$ cat config.mk
export PLATFORM = sky130hd
export DESIGN_NAME = line_fill_unit
export DESIGN_NICKNAME = d
export VERILOG_FILES = /design/src/rtl/line_fill_unit.sv
export SDC_FILE = /design/constraint.sdc
export NUM_CORES = 1
export LEC_CHECK = 0
export ABC_CLOCK_PERIOD_IN_PS = 3300
export CAP_MARGIN = 20
export CORE_UTILIZATION = 30
export CTS_BUF_LIST = sky130_fd_sc_hd__clkbuf_16
export DETAILED_ROUTE_END_ITERATION = 7
export GPL_TIMING_DRIVEN = 0
export PLACE_DENSITY = 0.59
export SLEW_MARGIN = 15
export SYNTH_ARGS = -nofsm -noshare
export SYNTH_HDL_FRONTEND = slang
export SYNTH_SLANG_ARGS = --single-unit
$ cat constraint.sdc
create_clock -name clock -period 3.3 [get_ports clock]
set_input_delay 0.99 -clock clock [delete_from_list [all_inputs] [get_ports clock]]
set_output_delay 0.99 -clock clock [all_outputs]
set_load 0.05 [all_outputs]
$ cat src/rtl/line_fill_unit.sv
// Instruction-cache line fill: fetches the four words of a 16-byte line
// from memory, with wait-state tolerance, abort and a per-word timeout.
module line_fill_unit #(
    parameter int ADDR_W  = 32,
    parameter int WORD_W  = 32,
    parameter int TIMEOUT = 16
) (
    input  logic                clock,
    input  logic                reset,
    input  logic                FillRequest,
    input  logic [ADDR_W-1:0]   FillAddress,
    input  logic                Abort,
    output logic [4*WORD_W-1:0] FillLine,
    output logic                FillValid,
    output logic                FillBusy,
    output logic                FillError,
    output logic [ADDR_W-1:0]   MemoryAddress,
    output logic                MemoryRequest,
    input  logic [WORD_W-1:0]   MemoryBus,
    input  logic                nMemoryWait
);

    localparam int TW = $clog2(TIMEOUT + 1);

    typedef enum logic [1:0] {
        IDLE  = 2'd0,
        FETCH = 2'd1,
        DONE  = 2'd2
    } state_t;

    state_t              state_q, state_d;
    logic [ADDR_W-1:0]   base_q, base_d;
    logic [1:0]          k_q, k_d;
    logic [TW-1:0]       tmo_q, tmo_d;
    logic [4*WORD_W-1:0] line_q, line_d;
    logic                valid_q, valid_d;
    logic                busy_q, busy_d;
    logic                error_q, error_d;
    logic                req_q, req_d;
    logic [ADDR_W-1:0]   addr_q, addr_d;

    // The line is always 16-byte aligned, so the low address nibble is dropped.
    logic                addr_lsb_unused;
    assign addr_lsb_unused = ^FillAddress[3:0];

    function automatic logic [ADDR_W-1:0] word_addr(input logic [ADDR_W-1:0] base,
                                                    input logic [1:0]        k);
        return base + ADDR_W'({k, 2'b00});
    endfunction

    // Next-state and registered-output computation.
    always_comb begin
        state_d = state_q;
        base_d  = base_q;
        k_d     = k_q;
        tmo_d   = tmo_q;
        line_d  = line_q;
        addr_d  = addr_q;
        valid_d = 1'b0;
        busy_d  = 1'b0;
        error_d = 1'b0;
        req_d   = 1'b0;
        case (state_q)
            IDLE: begin
                if (FillRequest && !Abort) begin
                    state_d = FETCH;
                    base_d  = {FillAddress[ADDR_W-1:4], 4'b0000};
                    k_d     = 2'd0;
                    tmo_d   = '0;
                    addr_d  = {FillAddress[ADDR_W-1:4], 4'b0000};
                    req_d   = 1'b1;
                    busy_d  = 1'b1;
                end else begin
                    state_d = IDLE;
                end
            end
            FETCH: begin
                if (Abort) begin
                    // Any word arriving on the abort edge is dropped.
                    state_d = IDLE;
                    k_d     = 2'd0;
                    tmo_d   = '0;
                end else if (nMemoryWait) begin
                    line_d[int'(k_q)*WORD_W +: WORD_W] = MemoryBus;
                    tmo_d  = '0;
                    busy_d = 1'b1;
                    if (k_q == 2'd3) begin
                        state_d = DONE;
                        k_d     = 2'd0;
                        valid_d = 1'b1;
                    end else begin
                        k_d    = k_q + 2'd1;
                        addr_d = word_addr(base_q, k_q + 2'd1);
                        req_d  = 1'b1;
                    end
                end else begin
                    if (tmo_q == TW'(TIMEOUT - 1)) begin
                        state_d = IDLE;
                        k_d     = 2'd0;
                        tmo_d   = '0;
                        error_d = 1'b1;
                    end else begin
                        tmo_d  = tmo_q + TW'(1);
                        req_d  = 1'b1;
                        busy_d = 1'b1;
                    end
                end
            end
            DONE: begin
                state_d = IDLE;
            end
            default: begin
                state_d = IDLE;
                k_d     = 2'd0;
                tmo_d   = '0;
            end
        endcase
    end

    // State and output registers; reset overrides every input.
    always_ff @(posedge clock) begin
        if (reset) begin
            state_q <= IDLE;
            base_q  <= '0;
            k_q     <= 2'd0;
            tmo_q   <= '0;
            line_q  <= '0;
            addr_q  <= '0;
            valid_q <= 1'b0;
            busy_q  <= 1'b0;
            error_q <= 1'b0;
            req_q   <= 1'b0;
        end else begin
            state_q <= state_d;
            base_q  <= base_d;
            k_q     <= k_d;
            tmo_q   <= tmo_d;
            line_q  <= line_d;
            addr_q  <= addr_d;
            valid_q <= valid_d;
            busy_q  <= busy_d;
            error_q <= error_d;
            req_q   <= req_d;
        end
    end

    assign FillLine      = line_q;
    assign FillValid     = valid_q;
    assign FillBusy      = busy_q;
    assign FillError     = error_q;
    assign MemoryAddress = addr_q;
    assign MemoryRequest = req_q;

endmodule

---- Word-level counts from Yosys, hierarchy flattened ----
Index checks and enable logic that the tools add are counted.
operators by class
  bitwise logic cells ..................... 4
  equal/unequal tests ..................... 10
  muxes and demuxes ....................... 33
  reduce and logical (&&, ||, !) cells .... 12
  shift-type cells ........................ 2
  add/sub/neg operators ................... 4
operator list
  operator                                                  count
  bitwise mux 128 bit                                       1
  two-way mux 32 bit                                        4
  variable shift 32 x 33 -> 128 bit (first input constant)  1
  indexed part select 32 x 33 -> 128 bit                    1
  one-hot mux 32 bit (2 select lines)                       1
  negator 7 -> 33 bit                                       1
  adder 32 x 4 -> 32 bit                                    1
  two-way mux 5 bit                                         4
  two-way mux 2 bit                                         8
  one-hot mux 5 bit (3 select lines)                        1
  two-way mux 1 bit                                         10
  inequality test 2 bit (second input constant)             4
  inequality test 4 bit (second input constant)             2
  OR reduction 4 bit                                        2
  one-hot mux 2 bit (3 select lines)                        1
  AND reduction 2 bit                                       3
  AND reduction 3 bit                                       2
  adder 5 x 1 -> 5 bit (second input constant)              1
  == test 5 x 4 -> 1 bit (second input constant)            1
  AND reduction 5 bit                                       1
  == test 2 bit (second input constant)                     2
  inverter 1 bit                                            4
  one-hot mux 1 bit (2 select lines)                        2
  one-hot mux 2 bit (2 select lines)                        1
  other kinds (6)                                           6
word-level totals
  register bits after elaboration ......... 201
  output and inout bits ................... 164
  logic and storage cells ................. 75
  bits of input ports ..................... 69

---- Logic depth before layout (Yosys ltp) ----
Gate-level depths: netlist of run 1.
  depth in word-level cells ............... 6
  mapped depth ............................ 8
  depth with buffers taken out ............ 5

---- Least setup slack after synthesis of run 1 ----
Ideal clock, no wire load.
  path type ............................... input to register
  start ................................... in Abort
  end ..................................... reg line_q[117], in the netlist FillLine[117]
  library setup time ...................... 0.070 ns
  buffers on the path ..................... 3
  stages on the path ...................... 7
  data arrival time ....................... 1.965 ns
  required time ........................... 3.230 ns
  slack ................................... 1.264 ns
  cell sequence ........................... and4bb_1 > buf_4 > and2_1 > buf_2 > buf_6 > nand3_1 > a21oi_1
on the way
  word-level cells in the longest chain between the ends .. 2
ends and longest elaborated chain
  item                           RTL line  text
  start: declaration             12        input logic Abort,
  inverter 1 bit (no line)       --
  AND reduction 3 bit (no line)  --
  end signal: assignment         138       line_q <= line_d;
  end: declaration               35        logic [4*WORD_W-1:0] line_q, line_d;
No other way between the ends.
A chain may end at the register's enable or synchronous reset.

---- Worst setup path in the final report of run 1 ----
  start ................................... in reset
  end ..................................... reg addr_q[3], in the netlist MemoryAddress[3]
RTL lines
  item                    RTL line  text
  start: declaration      9         input logic reset,
  end signal: assignment  139       addr_q <= addr_d;
  end: declaration        40        logic [ADDR_W-1:0] addr_q, addr_d;
No word-level cell between the ends.

==> out/qor.yml, run 1 <==
synth.largest_area_cell: "dfxtp_1"
synth-seq-cells: 199
tns_ps: 0
fmax_ghz: 0.363
synth_flop_cell: "dfxtp_1"
drt-pass1-iter-count: 5
ant_nets: 0
cts_buffers: 17
drt_wl_total_um: 25400
whs_path_depth: 2
grt_max_degree: 17
start_kind: "input port"
rows: 58
yosysMostFrequentCell: "dfxtp_1"
whs_endpoint: "FillLine[117]"
period_share: 0.835
r2r-start: "k_q[0]"
rrSetupSlack_ps: 640
cts_tree: "done"
crit_type: "in2reg"
rsz0062_at_grt: "no"
nets: 1226
cap_violations: 0
io_pins: 233
syn_to_final_growth_pct: 42.7
grt_pass1_vias: 6671
synth_top_area_share: 0.521
cts_hold_buf: 0
tightest_slew_ps: 840
core-area_um2: 25100
cts.repair.resized: 0
synthArstFlopShare: 0
ys_seq_area_frac: 0.521
dieArea_um2: 26100
yosys_warnings: 0
clock_sinks: 199
vias: 7210
path_max_fanout: 10
post-cts-setup-buffer-count: 0
viasPerCell: 4.83
required_ps: 3580
drc_errors: 0
clkLatencyLatePin_ps: 430
max_slew_margin: 0.436
grt_use_total: 0.194
met2_wirelength_um: 11700
cts-root-buf: "clkbuf_16"
power_density_nw_per_um2: 470
path_clk_slew_ps: 70
wl_met3_um: 1990
p_leak_uw: 0.00384
syn_inst: 903
grt-ovfl-total: 0
synth_common_cells: "dfxtp_1, nand2_1, a21oi_1, nand3_1, nand2b_1"
drive_gt1_frac: 0.0645
power_uw: 5130
die_w_um: 162
slew_viol_final: 0
place_congestion: 0.822
rr_endpoint: "FillLine[26]"
routed.top_layer: "met4"
drt-wirelength-per-cell_um: 17.0
peakVddDrop_uv: 262
hold_path_class: "reg2reg"
worstRegToRegCells: 7
synth.distinct_cells: 34
post-route-min-period_ps: 2760
syn_area_per_cell_um2: 8.47
synth_edf_count: 0
synth_area_um2: 7650
drtIter0Drc: 422
antenna_found_initial: 0
hold_start: "FillLine[117]"
drt-met1-wl_um: 11200
grt_pass1_wl_um: 39000
status: "completed"
clk_path_buf_depth: 2
diodes: 0
dp_hpwl_um: 18500
initial_core_util: 0.305
finalSetupViolations: 0
fp.dieH_um: 162
htree_levels: 4
cp-end-kind: "register"
synth.area.top_cells: "dfxtp_1, a21oi_1, nand3_1"
io_buffer_count: 226
finalHoldViolCount: 0
fin_skew_ps: 7.85
critPathArrivalTime_ps: 3040
[layout by cell type (no fill, tap or decap), types with 28 or more instances in the layout]
cell type / n
buf_2: 28
nand3_1: 131
clkbuf_1: 37
mux2i_1: 29
clkdlybuf4s50_1: 226
dfxtp_1: 199
a211oi_1: 28
a21oi_1: 131
nand2_1: 160
nand2b_1: 38
nor2_1: 36
[registers in the layout, indices dropped and copies added, names as in the netlist]
signal / count
base_q: 28
MemoryRequest: 1
tmo_q: 5
FillLine: 128
FillValid: 1
k_q: 2
FillBusy: 1
MemoryAddress: 30
FillError: 1
state_q: 2
[metrics by stage]
| stage | instances | utilization | worst slack (ps) | hold WS, ps | instance area (µm²) |
|---|---|---|---|---|---|
| finish | 1493 | 0.435 | 544 | 450 | 10900 |
| detailed placement | 1460 | 0.411 | 26.1 | 443 | 10300 |
| CTS | 1492 | 0.435 | 447 | 453 | 10900 |
| floorplan | 904 | - | 1260 | 435 | 7650 |
| global route | 1493 | 0.435 | 334 | 468 | 10900 |
| global placement | 1460 | 0.411 | 97.3 | 438 | 10300 |
[kinds of logic after synthesis]
family | share of synthesized area
AOI/OAI and AO/OA | 0.142
adders and majority gates | 0.0114
buffers and inverters | 0.0546
DFF | 0.521
muxes | 0.0379
other | 0.000490
and+or+nand+nor | 0.233
[area by class of cell]
cell class,instances,area (µm²)
Fill cell,2570,14200
Timing Repair Buffer,227,2270
Multi-Input combinational cell,621,3250
Inverter,4,15.0
Sequential cell,199,3980
Clock inverter,15,159
Tap cell,330,413
Buffer,80,403
Clock buffer,17,425
[worst max-delay path by stage]
stage	start	endpoint	slack [ps]
after floorplan	Abort	FillLine[117]	1260
after global placement	reset	FillLine[114]	100
after detailed placement	reset	MemoryAddress[3]	30
after CTS	k_q[0]	FillLine[10]	450
after global routing	reset	MemoryAddress[28]	330
final	reset	MemoryAddress[3]	540
[report_power, final]
group	internal, µW	switching (µW)
registers	2450	29.1
clock network	1190	930
logic	201	337
total	3840	1300
[per-layer routing]
metal  vias to the layer above  GRT usage
met5                         -          0
met4                         0     0.0617
met3                        29     0.0529
met2                       256      0.310
met1                      3351      0.253
li1                       3574          -
[critical path, cell delays in order]
cell and delay (ps):
clkdlybuf4s50_1 510, clkbuf_1 400, clkbuf_1 470, clkbuf_1 550
a21oi_1 100
(Power assumes the default switching activity.)
==> inputs of run 2 (changes only) <==
--- a/config.mk
+++ b/config.mk
@@ -5,13 +5,13 @@
 export SDC_FILE = /design/constraint.sdc
 export NUM_CORES = 1
 export LEC_CHECK = 0
-export ABC_CLOCK_PERIOD_IN_PS = 3300
+export ABC_CLOCK_PERIOD_IN_PS = 2400
 export CAP_MARGIN = 20
 export CORE_UTILIZATION = 30
 export CTS_BUF_LIST = sky130_fd_sc_hd__clkbuf_16
 export DETAILED_ROUTE_END_ITERATION = 7
 export GPL_TIMING_DRIVEN = 0
-export PLACE_DENSITY = 0.59
+export PLACE_DENSITY = 0.61
 export SLEW_MARGIN = 15
 export SYNTH_ARGS = -nofsm -noshare
 export SYNTH_HDL_FRONTEND = slang
==> constraint.sdc (replaced) <==
create_clock -name clock -period 2.4 [get_ports clock]
set_input_delay 0.72 -clock clock [delete_from_list [all_inputs] [get_ports clock]]
set_output_delay 0.72 -clock clock [all_outputs]
set_load 0.05 [all_outputs]
==> run 2 against run 1 <==
  * Global-route usage is 0.12 points lower
  * Via count is 0.49% lower
  * Wire length is 0.28% lower
  * Die area stayed put
==> out/qor.yml, run 2 (synthesis results as in run 1) <==
rows: 58  # unchanged
drt-wirelength-per-cell_um: 16.9  # -0.22%
vias: 7175  # -0.49%
tightest_slew_ps: 579  # -260 ps
p_comb_frac: 0.108  # +0.003
path_max_fanout: 2  # -8
drt-pass1-iter-count: 7  # +2
finalSetupViolations: 0  # unchanged
start_kind: "register"
initial_core_util: 0.305  # unchanged
grt_pass1_wl_um: 38900  # -0.34%
fmax_ghz: 0.427
fill_cells: 2529  # -1.6%
ant_nets: 0  # unchanged
die_w_um: 162  # unchanged
drive_gt1_frac: 0.0852  # +0.0207
cp_slowest_cell: "clkdlybuf4s50_1"
dp_worst_setup_slack_ps: -578  # -604 ps
grt-ovfl-total: 0  # unchanged
critPathArrivalTime_ps: 1620  # -1420 ps
diodes: 0  # unchanged
routed.top_layer: "met4"
peakVddDrop_uv: 366  # +40%
clock_sinks: 199  # unchanged
power.switching_uw: 1780  # +38%
slew_viol_final: 0  # unchanged
drtIter0Drc: 581  # +38%
io_pins: 233  # unchanged
crit_type: "reg2out"
cp_top_family: "buffers and inverters"
cp_num_buf_inv: 1  # -3
rsz0062_at_grt: "yes"
pwr-share-clk: 0.394  # -0.018
required_ps: 1680  # -1900 ps
grt_use_total: 0.193  # -0.00120
post-route-min-period_ps: 2340
cp-end-kind: "output pin"
final_common_cell: "clkdlybuf4s50_1"
cts_tree: "done"
grt_max_degree: 17  # unchanged
worstRegToRegCells: 6  # -1
cap_violations: 0  # unchanged
met2_wirelength_um: 11900  # +1.6%
syn_to_final_growth_pct: 43.0
whs_path_depth: 2  # unchanged
post-cts-setup-buffer-count: 0  # unchanged
p_leak_uw: 0.00396  # +3.0%
cts-root-buf: "clkbuf_16"
io_buffer_count: 226  # unchanged
viasPerCell: 4.81  # -0.42%
clkLatencyLatePin_ps: 440  # about the same
cts_hold_buf: 0  # unchanged
slowest_delay_ps: 850  # +300 ps
largest_reg_flops: 128  # unchanged
nets: 1225  # -0.082%
status: "completed"
place_congestion: 0.834  # +1.4%
cts.repair.resized: 10  # +10
dieArea_um2: 26100  # unchanged
hold_path_class: "reg2reg"
p_seq_frac: 0.498  # +0.015
drt-met1-wl_um: 11300  # +1.2%
fin_skew_ps: 9.27  # +1.42 ps
core-area_um2: 25100  # unchanged
setup_slack_ps: 55.4  # -488 ps
finalHoldViolCount: 0  # unchanged
grt_pass1_vias: 6888  # +3.3%
htree_levels: 4  # unchanged
drt_wl_total_um: 25300  # -0.28%
dp_hpwl_um: 18600  # +0.46%
power_density_nw_per_um2: 626  # +33%
cp_cell_sequence: "clkdlybuf4s50_1"
path_clk_slew_ps: 70  # about the same
max_slew_margin: 0.613  # +0.177
period_share: 0.977
switching_share: 0.260  # +0.00777
drc_errors: 0  # unchanged
antenna_found_initial: 0  # unchanged
layout_common_cells: "clkdlybuf4s50_1, dfxtp_1, nand2_1"
utilization: 0.436  # +0.000947
cts_buffers: 17  # unchanged
fp.dieH_um: 162  # unchanged
wl_met3_um: 1750  # -12%
clk_path_buf_depth: 2  # unchanged
p_int_uw: 5070  # +32%
crit_cells: 1  # -4
## run 2: changes by cell type in the layout (fill, tap and decap cells not counted), sizes merged
cell           previous run  this run
inv                       9         8
clkinv                    7         8
dlymetal6s2s              0         4
clkdlybuf4s50           226       222
clkbuf                   55        54
clkinvlp                  0         2
bufinv                    3         1
## run 2: power groups by stage
| stage | sequential, µW | combinational [µW] | clock, µW |
|---|---|---|---|
| floorplan | 3640 | 244 | 0 |
| global placement | 3480 | 734 | 0 |
| detailed placement | 3480 | 738 | 0 |
| CTS | 3410 | 743 | 2770 |
| global route | 3420 | 791 | 2900 |
| finish | 3410 | 742 | 2700 |
## run 2: through the flow
| stage | hold slack [ps] | setup TNS [ps] | cells | area, µm² | total power (µW) |
|---|---|---|---|---|---|
| 3_5_place_dp | 443 | -78810 | 1460 | 10300 | 4220 |
| 6_report | 451 | 0 | 1492 | 10900 | 6850 |
| 5_1_grt | 472 | -76.5 | 1492 | 10900 | 7110 |
| 4_1_cts | 453 | -1150 | 1492 | 10900 | 6920 |
| 3_3_place_gp | 438 | -81060 | 1460 | 10300 | 4220 |
| 2_1_floorplan | 435 | 0 | 904 | 7650 | 3880 |
## run 2: worst register-to-register path, stage by stage (launching register included)
cell	delay, ps
dfxtp_2	470
inv_2	120
ha_1	450
nor3_2	420
clkbuf_1	410
nand3_1	170
a21oi_1	160
## run 2: path summary, 6_finish.rpt
path / slack [ps] / startpoint / to
worst min register to register: 450 / FillLine[96] / FillLine[96]
worst max-delay path: 60 / FillLine[85] / FillLine[85]
worst min-delay path: 450 / FillLine[96] / FillLine[96]
worst max register to register: 140 / k_q[0] / FillLine[119]
## run 2: layout make-up
class	count	area, µm²	share of cell area
multi-input combinational	621	3290	0.301
timing repair buffer	226	2270	0.208
clock buffer	17	425	0.0389
inverter	4	15.0	0.00137
sequential	199	3990	0.364
buffer	80	429	0.0392
tap	330	413	0.0377
clock inverter	15	114	0.0104
## run 2: routing by layer
metal  track usage  vias to the layer above
met4        0.0519                        0
met1         0.245                     3370
met2         0.315                      212
li1              -                     3571
met3        0.0582                       22
met5             0                        -
==> inputs of run 3 (changes only) <==
--- a/config.mk
+++ b/config.mk
@@ -11,7 +11,8 @@
 export CTS_BUF_LIST = sky130_fd_sc_hd__clkbuf_16
 export DETAILED_ROUTE_END_ITERATION = 7
 export GPL_TIMING_DRIVEN = 0
-export PLACE_DENSITY = 0.61
+export HOLD_SLACK_MARGIN = 0.05
+export PLACE_DENSITY_LB_ADDON = 0.2
 export SLEW_MARGIN = 15
 export SYNTH_ARGS = -nofsm -noshare
 export SYNTH_HDL_FRONTEND = slang
==> run 3 against run 2 <==
  * Cell area increased by 0.72%
  * Die area is the same
  * Setup slack got worse by 25 ps
  * Non-clock buffer count unchanged
  * Total power rose by 5.1%
  * Clock skew grew 2.7 ps
==> out/qor.yml, run 3 (synthesis results as in run 1) <==
fill_cells: 2516  # -0.51%
hold_start: "FillLine[96]"
power.switching_uw: 1880  # +5.2%
path_max_fanout: 2  # unchanged
whs_endpoint: "FillLine[96]"
power_density_nw_per_um2: 653  # +4.3%
hold_path_class: "reg2reg"
initial_core_util: 0.305  # unchanged
tightest_slew_ps: 588  # +8.09 ps
worstRegToRegCells: 6  # unchanged
syn_to_final_growth_pct: 44.1
rrSetupSlack_ps: 240  # +100 ps
use_met1: 0.248  # +0.00256
grt.met3_usage: 0.0483  # -0.00996
grt_pass1_vias: 6819  # -1.0%
cts_buffers: 17  # unchanged
start_kind: "register"
period_share: 0.987  # +0.0104
slowest_delay_ps: 830  # -20 ps
final_common_cell: "clkdlybuf4s50_1"
whs_path_depth: 2  # unchanged
drive_gt1_frac: 0.0912  # +0.00602
clock_sinks: 199  # unchanged
cp_cell_sequence: "clkdlybuf4s50_1"
gr-usage-met2: 0.331  # +0.0161
cts-root-buf: "clkbuf_16"
crit_type: "reg2out"
utilization: 0.439  # +0.00314
peakVddDrop_uv: 368  # +0.63%
place_congestion: 0.821  # -1.5%
fin_skew_ps: 12.0  # +2.73 ps
dp_hpwl_um: 18600  # -0.11%
post-cts-setup-buffer-count: 0  # unchanged
path_clk_slew_ps: 70  # about the same
placed_cells: 1460  # unchanged
top_usage_layer: "met2"
cts.repair.resized: 17  # +7
nets: 1225  # unchanged
io_pins: 233  # unchanged
critPathArrivalTime_ps: 1650  # +30 ps
cp_top_family: "buffers and inverters"
drc_errors: 0  # unchanged
grt-ovfl-total: 0  # unchanged
status: "completed"
clk_path_buf_depth: 2  # unchanged
slew_viol_final: 0  # unchanged
core-area_um2: 25100  # unchanged
cp_slowest_cell: "clkdlybuf4s50_1"
drtIter0Drc: 483  # -17%
htree_levels: 4  # unchanged
cp_num_buf_inv: 1  # unchanged
p_int_uw: 5320  # +5.1%
cts_tree: "done"
clkLatencyLatePin_ps: 440  # about the same
pwr-share-clk: 0.423  # +0.029
diodes: 0  # unchanged
layout.cells.non_filler: 1492  # unchanged
cp-end-kind: "output pin"
switching_share: 0.261  # +0.000297
antenna_found_initial: 0  # unchanged
required_ps: 1680  # about the same
cts_hold_buf: 0  # unchanged
drt-pass1-iter-count: 5  # -2
drt-wirelength-per-cell_um: 17.2  # +1.2%
layout_common_cells: "clkdlybuf4s50_1, dfxtp_1, nand2_1"
rows: 58  # unchanged
finalSetupViolations: 0  # unchanged
cap_violations: 0  # unchanged
p_comb_frac: 0.103  # -0.005
tns_ps: 0  # unchanged
r2r-start: "k_q[0]"
post-route-min-period_ps: 2370  # +24.9 ps
vias: 7210  # +0.49%
die_w_um: 162  # unchanged
max_slew_margin: 0.607  # -0.00599
viasPerCell: 4.83  # +0.49%
grt_pass1_wl_um: 39400  # +1.4%
io_buffer_count: 226  # unchanged
largest_reg_flops: 128  # unchanged
dieArea_um2: 26100  # unchanged
fp.dieH_um: 162  # unchanged
p_leak_uw: 0.00398  # +0.61%
drt_wl_total_um: 25600  # +1.2%
p_seq_frac: 0.473  # -0.025
crit_cells: 1  # unchanged
grt_max_degree: 19  # +2
rr_endpoint: "FillLine[4]"
grt_use_total: 0.195  # +0.00294
rsz0062_at_grt: "no"
ant_nets: 0  # unchanged
finalHoldViolCount: 0  # unchanged
fmax_ghz: 0.422  # -1.1%
run 3: cell types whose count changed in the layout (fill, tap and decap cells not counted), moves of 2 or more:
cell / delta
clkbuf_1: -3
clkbuf_2: +3
clkinv_1: -3
inv_8: +3
bufinv_16: +2
clkinv_2: -2
inv_6: +2
run 3: routing by layer:
layer	wire [µm]	share of wire
met1	11500	0.45
met2	12100	0.47
met3	1640	0.064
met4	308	0.012
met5	0	0
run 3: how the worst max path moves through the flow:
stage,start,slack [ps],endpoint
after floorplan,k_q[0],550,FillLine[66]
after CTS,k_q[0],-40,FillLine[84]
final,MemoryAddress[26],30,MemoryAddress[26]
after global routing,MemoryAddress[3],4,MemoryAddress[3]
after detailed placement,reset,-550,FillLine[98]
after global placement,reset,-580,FillLine[126]
run 3: power groups by stage:
stage	sequential [µW]	combinational (µW)	clock [µW]
3_3_place_gp	3480	740	0
2_1_floorplan	3640	244	0
6_report	3410	744	3050
3_5_place_dp	3480	742	0
5_1_grt	3420	794	3260
4_1_cts	3410	749	3130
run 3: through the flow:
step           total power, µW  area [µm²]  hold WS (ps)  worst slack, ps
2_1_floorplan             3880        7650           435              554
3_3_place_gp              4220       10300           438             -579
3_5_place_dp              4230       10300           443             -553
4_1_cts                   7290       11000           454            -42.0
5_1_grt                   7470       11000           469             3.67
6_report                  7200       11000           451             30.5
run 3: area by class of cell:
cell class	instances	area [µm²]	share of cell area
repair buffers	226	2270	0.206
multi-input cells	621	3290	0.298
inverters	4	15.0	0.00136
clock buffers	17	425	0.0386
flip-flops and latches	199	3990	0.362
well taps	330	413	0.0375
clock inverters	15	191	0.0174
plain buffers	80	433	0.0393
